--- src/rtl/decode_pkg.sv ---
// rtl/decode_pkg.sv - shared widths, class encodings, field positions for decode
package decode_pkg;
  localparam int WORD   = 32;
  localparam int INST   = 32;
  localparam int ADDR   = 32;
  localparam int W_RD   = 4;
  localparam int W_DOPC = 6;
  localparam int W_OPC  = 4;

  typedef enum logic [3:0] {
    CLS_INTE   = 4'd0,
    CLS_SHIFT  = 4'd1,
    CLS_LOGIC  = 4'd2,
    CLS_LOAD   = 4'd3,
    CLS_STORE  = 4'd4,
    CLS_BRANCH = 4'd5
  } cls_e;

  localparam int DOPC_INTE   = 5;
  localparam int DOPC_SHIFT  = 4;
  localparam int DOPC_LOGIC  = 3;
  localparam int DOPC_LOAD   = 2;
  localparam int DOPC_STORE  = 1;
  localparam int DOPC_BRANCH = 0;

  localparam int F_CLS_LSB = 28;
  localparam int F_OPC_LSB = 24;
  localparam int F_RD_LSB  = 20;
  localparam int F_RS_LSB  = 16;
  localparam int F_IMM_SEL = 15;
  localparam int F_IMM_W   = 15;

  function automatic logic [W_DOPC-1:0] dopc_of(input logic [3:0] cls);
    logic [W_DOPC-1:0] d;
    d = '0;
    case (cls)
      CLS_INTE:   d[DOPC_INTE]   = 1'b1;
      CLS_SHIFT:  d[DOPC_SHIFT]  = 1'b1;
      CLS_LOGIC:  d[DOPC_LOGIC]  = 1'b1;
      CLS_LOAD:   d[DOPC_LOAD]   = 1'b1;
      CLS_STORE:  d[DOPC_STORE]  = 1'b1;
      CLS_BRANCH: d[DOPC_BRANCH] = 1'b1;
      default:    d = '0;
    endcase
    return d;
  endfunction

  function automatic logic cls_legal(input logic [3:0] cls);
    return cls <= CLS_BRANCH;
  endfunction

  function automatic logic cls_writes_back(input logic [3:0] cls);
    return cls <= CLS_LOAD;
  endfunction
endpackage

--- src/rtl/decode_regfile.sv ---
// rtl/decode_regfile.sv - 16-entry register file, two read ports with write-through bypass
module regfile
  import decode_pkg::*;
(
  input  logic            clk,
  input  logic            rst,
  input  logic            i_we,
  input  logic [W_RD-1:0] i_wa,
  input  logic [WORD-1:0] i_wd,
  input  logic [W_RD-1:0] i_ra0,
  input  logic [W_RD-1:0] i_ra1,
  output logic [WORD-1:0] o_rd0,
  output logic [WORD-1:0] o_rd1
);
  localparam int NREG = 1 << W_RD;

  logic [WORD-1:0] r_mem [NREG];

  // Entry 0 is never written, so it stays at its reset value of zero.
  always_ff @(posedge clk or posedge rst) begin
    if (rst) begin
      for (int i = 0; i < NREG; i++) r_mem[i] <= '0;
    end else if (i_we && i_wa != '0) begin
      r_mem[i_wa] <= i_wd;
    end
  end

  always_comb begin
    o_rd0 = '0;
    o_rd1 = '0;
    if (i_ra0 != '0) o_rd0 = (i_we && i_wa == i_ra0) ? i_wd : r_mem[i_ra0];
    if (i_ra1 != '0) o_rd1 = (i_we && i_wa == i_ra1) ? i_wd : r_mem[i_ra1];
  end
endmodule

--- src/rtl/decode.sv ---
// rtl/decode.sv - decode stage: field split, operand read, hazard bubble, registered issue
module decode
  import decode_pkg::*;
(
  input  logic              clk,
  input  logic              rst,
  input  logic              v_i,
  output logic              stall_o,
  input  logic [INST-1:0]   inst_i,
  input  logic [ADDR-1:0]   addr_i,
  input  logic              stall_i,
  output logic              v_o,
  output logic [WORD-1:0]   src_o,
  output logic [WORD-1:0]   dest_o,
  output logic              wb_o,
  output logic [W_RD-1:0]   rd_num_o,
  output logic [W_DOPC-1:0] dopc_o,
  output logic [W_OPC-1:0]  opc_o,
  output logic [ADDR-1:0]   origaddr_o,
  input  logic              wb_i,
  input  logic [W_RD-1:0]   rd_num_i,
  input  logic [WORD-1:0]   rd_data_i,
  output logic              illegal_o
);
  logic [3:0]         w_cls;
  logic [W_OPC-1:0]   w_opc;
  logic [W_RD-1:0]    w_rd;
  logic [W_RD-1:0]    w_rs;
  logic               w_imm_sel;
  logic [F_IMM_W-1:0] w_imm;
  logic [WORD-1:0]    w_rs_val;
  logic [WORD-1:0]    w_rd_val;
  logic               w_hazard;
  logic               w_accept;
  logic               w_legal;

  logic              r_v;
  logic [WORD-1:0]   r_src;
  logic [WORD-1:0]   r_dest;
  logic              r_wb;
  logic [W_RD-1:0]   r_rd;
  logic [W_DOPC-1:0] r_dopc;
  logic [W_OPC-1:0]  r_opc;
  logic [ADDR-1:0]   r_addr;
  logic              r_ill;

  assign w_cls     = inst_i[F_CLS_LSB +: 4];
  assign w_opc     = inst_i[F_OPC_LSB +: W_OPC];
  assign w_rd      = inst_i[F_RD_LSB +: W_RD];
  assign w_rs      = inst_i[F_RS_LSB +: W_RD];
  assign w_imm_sel = inst_i[F_IMM_SEL];
  assign w_imm     = inst_i[F_IMM_W-1:0];
  assign w_legal   = cls_legal(w_cls);

  regfile u_regfile (
    .clk   (clk),
    .rst   (rst),
    .i_we  (wb_i),
    .i_wa  (rd_num_i),
    .i_wd  (rd_data_i),
    .i_ra0 (w_rs),
    .i_ra1 (w_rd),
    .o_rd0 (w_rs_val),
    .o_rd1 (w_rd_val)
  );

  // The instruction in flight has not written back yet; hold the new one a cycle
  // so its result arrives through the regfile bypass.
  assign w_hazard = r_v & r_wb & (r_rd != '0) &
                    ((r_rd == w_rd) | (~w_imm_sel & (r_rd == w_rs)));
  assign stall_o  = stall_i | (v_i & w_hazard);
  assign w_accept = v_i & ~stall_o;

  always_ff @(posedge clk or posedge rst) begin
    if (rst) begin
      r_v    <= 1'b0;
      r_src  <= '0;
      r_dest <= '0;
      r_wb   <= 1'b0;
      r_rd   <= '0;
      r_dopc <= '0;
      r_opc  <= '0;
      r_addr <= '0;
      r_ill  <= 1'b0;
    end else begin
      r_ill <= w_accept & ~w_legal;
      if (!stall_i) begin
        if (w_accept && w_legal) begin
          r_v    <= 1'b1;
          r_src  <= w_imm_sel ? {{(WORD-F_IMM_W){w_imm[F_IMM_W-1]}}, w_imm} : w_rs_val;
          r_dest <= w_rd_val;
          r_wb   <= cls_writes_back(w_cls);
          r_rd   <= w_rd;
          r_dopc <= dopc_of(w_cls);
          r_opc  <= w_opc;
          r_addr <= addr_i;
        end else begin
          r_v  <= 1'b0;
          r_wb <= 1'b0;
        end
      end
    end
  end

  assign v_o        = r_v;
  assign src_o      = r_src;
  assign dest_o     = r_dest;
  assign wb_o       = r_wb;
  assign rd_num_o   = r_rd;
  assign dopc_o     = r_dopc;
  assign opc_o      = r_opc;
  assign origaddr_o = r_addr;
  assign illegal_o  = r_ill;
endmodule

--- config.mk ---
export PLATFORM = sky130hd
export DESIGN_NAME = decode
export DESIGN_NICKNAME = d
export VERILOG_FILES = /design/src/rtl/decode_pkg.sv /design/src/rtl/decode_regfile.sv /design/src/rtl/decode.sv
export SDC_FILE = /design/constraint.sdc
export NUM_CORES = 1
export LEC_CHECK = 0
export ABC_AREA = 1
export CELL_PAD_IN_SITES_DETAIL_PLACEMENT = 1
export CELL_PAD_IN_SITES_GLOBAL_PLACEMENT = 1
export CORE_MARGIN = 8
export CORE_UTILIZATION = 39
export DETAILED_ROUTE_END_ITERATION = 7
export PLACE_DENSITY = 0.81
export SLEW_MARGIN = 20
export SYNTH_ARGS = -nofsm -noshare
export SYNTH_HDL_FRONTEND = slang
export SYNTH_SLANG_ARGS = --single-unit
--- constraint.sdc ---
create_clock -name clk -period 21.8 [get_ports clk]
set_input_delay 4.36 -clock clk [delete_from_list [all_inputs] [get_ports clk]]
set_output_delay 4.36 -clock clk [all_outputs]
set_load 0.05 [all_outputs]
==> results.yml <==
placement:
  place_congestion: 0.829
  io_buffers: 218
  hpwlAfterDp_um: 82500
  dpl_cell_area_mm2: 0.0370
logic_synthesis:
  synth_area_leaders: "dfrtp_1 (45%), nand2_1 (21%), o21ai_0 (7.8%)"
  yosysWarnings: 0
  synth-edff-count: 0
  ys_types: 27
  synth_nets: 5138
  yosysMostFrequentCell: "nand2_1"
  async_flop_share_pct: 100
  synth-seq-cells: 625
  synth_cells: 5033
  synth_ff_type: "dfrtp_1"
  synth.avg_cell_area_um2: 6.85
  synth_common_cells: "nand2_1 (1953), dfrtp_1 (625), o21ai_0 (537)"
  synth_seq_area_share_pct: 45.4
  synth_top_cell_area_share_pct: 45.4
  netlist_area_mm2: 0.0345
  yosysTopAreaCell: "dfrtp_1"
worst_hold_path:
  hold_class: "flop to flop"
  min_from: "u_regfile.r_mem[486]$_DFFE_PP0P_"
power_and_ir_drop:
  ir_drop_mv: 0.0663
  powerDensity_mw_per_mm2: 95.0
  total_leakage_power_nw: 19.6
floorplan:
  rows: 109
  chipWidth_um: 313
  chipHeight_um: 313
  start_util_pct: 39.2
  core_mm2: 0.0880
  pin_count: 219
  design.die.area_mm2: 0.0982
clock_tree:
  post_cts_resized: 0
  cts_tree: "yes"
  htree_levels: 3
  clkLatencyLatePin_ps: 640
  cts_sinks: 625
  clk_path_buf_depth: 3
  cts-hold-fix-buffers: 0
  post-cts-setup-buffers: 0
  cts-root-buf: "clkbuf_16"
  cts_made_buffers: 72
  clkTransAtPathRegs_ps: 50
route:
  drtIter0Drc: 2972
  vias: 34544
  routedWlPerCell_um: 22.4
  ant_nets: 0
  via_per_inst: 5.56
  wl_um: 139000
  drc_errors: 0
  firstDrtPassIters: 5
critical_path:
  rrSetupSlack_ps: 18900
  path_max_fanout: 123
  cp_slowest_stage_delay_ps: 800
  critical-path-top-delay-family: "buffers and inverters"
  worst_ep_required_time_ps: 17440
  worstReg2RegStart: "rd_num_o[0]$_DFFE_PP0P_"
  critPathBufInv: 4
  critical_path_arrival_ps: 7200
  crit_path_frequent_cell: "nand2_1"
  startpoint: "inst_i[16]"
  crit_path_top_delay_cell: "clkdlybuf4s50_1"
  path_class: "input port to primary output"
  endpoint_kind: "primary output"
  crit_path_start_kind: "input port"
  crit_chain: "buf_8 -> inv_6 -> nand2_1 -> nand2_1 -> nor2_1 -> nand3_1 -> nand2_1 -> a31oi_1 -> inv_1 -> clkdlybuf4s50_1"
layout:
  utilization_pct: 44.8
  nets: 5088
  drive_above_1_share_pct: 4.29
  stdcell_area_mm2: 0.0394
  syn_to_final_growth_pct: 14.2
  fill_cells: 11197
sta:
  fin_crit_sh_pct: 53.0
  setup_viol: 0
  finalHoldViolCount: 0
  period_needed_ps: 11560
  finClkSkew_ps: 25.7
  drv_slew: 0
  fin_setup_tns_ps: 0
  clock.fmax_mhz: 86.5
  whs_ps: 376
  rsz0062_at_grt: "false"
  tightestPinTransition_ps: 1200
  max-slew-margin-rel_pct: 20.2
outcome:
  run_status: "complete, no violations"
global_route:
  track_usage_pct: 27.7
  grt_pass1_vias: 35518
  grt_pass1_wl_um: 215000
  grt_max_degree: 165
  overflow: 0
  antenna_found_initial: 3
job:
  maxCapViolCount: 0
-- worst register-to-register path, stage by stage (launching register included) --
cell,delay (ps)
dfrtp_1,540
nor4_1,800
nor2_1,160
nand2_2,140
nand4_4,180
inv_2,90
buf_4,600
nand2_1,210
nand2_1,100
-- power breakdown --
part           leakage, nW  total, mW  switching [mW]  internal (mW)
sequential            7.83       1.52           0.125           1.39
combinational         10.6      0.978           0.673          0.305
clock                 1.18       1.24           0.516          0.727
-- flip-flops by register name (all words and copies together) (netlist names) --
name and count:
u_regfile.r_mem 512, dest_o 32, origaddr_o 32, src_o 32, dopc_o 6, opc_o 4, rd_num_o 4, illegal_o 1
v_o 1, wb_o 1
-- path summary, 6_finish.rpt --
| check | end | depth (start not counted) |
|---|---|---|
| hold reg to reg | u_regfile.r_mem[486]$_DFFE_PP0P_ | 0 |
| hold / removal | u_regfile.r_mem[486]$_DFFE_PP0P_ | 0 |
| max in group asynchronous | src_o[4]$_DFFE_PP0P_ | 6 |
| min in group asynchronous | u_regfile.r_mem[469]$_DFFE_PP0P_ | 2 |
| setup reg to reg | src_o[4]$_DFFE_PP0P_ | 8 |
| setup / recovery | stall_o | 10 |
-- layout make-up --
cell class / instances / area [µm²] / share of cell area, %
flip-flops and latches: 625 / 15600 / 39.7
multi-input cells: 3530 / 15400 / 39.2
repair buffers: 280 / 2650 / 6.74
clock buffers: 114 / 2240 / 5.68
inverters: 474 / 1800 / 4.57
well taps: 1165 / 1460 / 3.70
clock inverters: 16 / 140 / 0.356
diodes: 4 / 10.0 / 0.0254
-- through the flow --
step / power, mW / instances / worst slack (ps)
finish: 3.74 / 6208 / 10240
global route: 3.93 / 6205 / 10190
CTS: 3.76 / 6204 / 10330
detailed placement: 2.50 / 6074 / 10330
global placement: 2.46 / 6074 / 10370
floorplan: 2.17 / 5033 / 8910
-- per-layer routing --
metal / wire length [µm] / track usage (%) / part of all wire (%) / vias to the layer above
li1: - / - / - / 15759
met1: 59400 / 37.2 / 43 / 17214
met2: 63500 / 44.5 / 46 / 1276
met3: 9820 / 4.20 / 7.1 / 293
met4: 6200 / 12.2 / 4.5 / 2
met5: 7 / 0 / 0.0050 / -
-- placed cells by master, fill, tap and decap left out, drive strengths merged --
master	netlist	routed
a21oi	108	108
a31o	1	1
a31oi	1	1
and3	1	1
buf	166	70
bufinv	0	2
clkbuf	238	114
clkdlybuf4s50	0	210
clkinv	0	11
clkinvlp	0	2
dfrtp	625	625
diode	0	4
inv	474	475
nand2	1954	1954
nand3	535	535
nand4	3	3
nor2	216	216
nor4	1	1
o211ai	129	129
o21ai	576	576
xnor2	2	2
xor2	3	3
-- cells by family (layout without fill, tap and decap cells) --
logic type / Yosys count / after routing / share of synthesized area [%]
buffers and inverters: 878 / 884 / 10.2
AOI/OAI and AO/OA: 815 / 815 / 12.8
DFF: 625 / 625 / 45.4
other: 0 / 4 / 0
and+or+nand+nor: 2710 / 2710 / 31.6
xor gates and xnor gates: 5 / 5 / 0.127
Note: power is estimated with default switching activity, not from simulation.
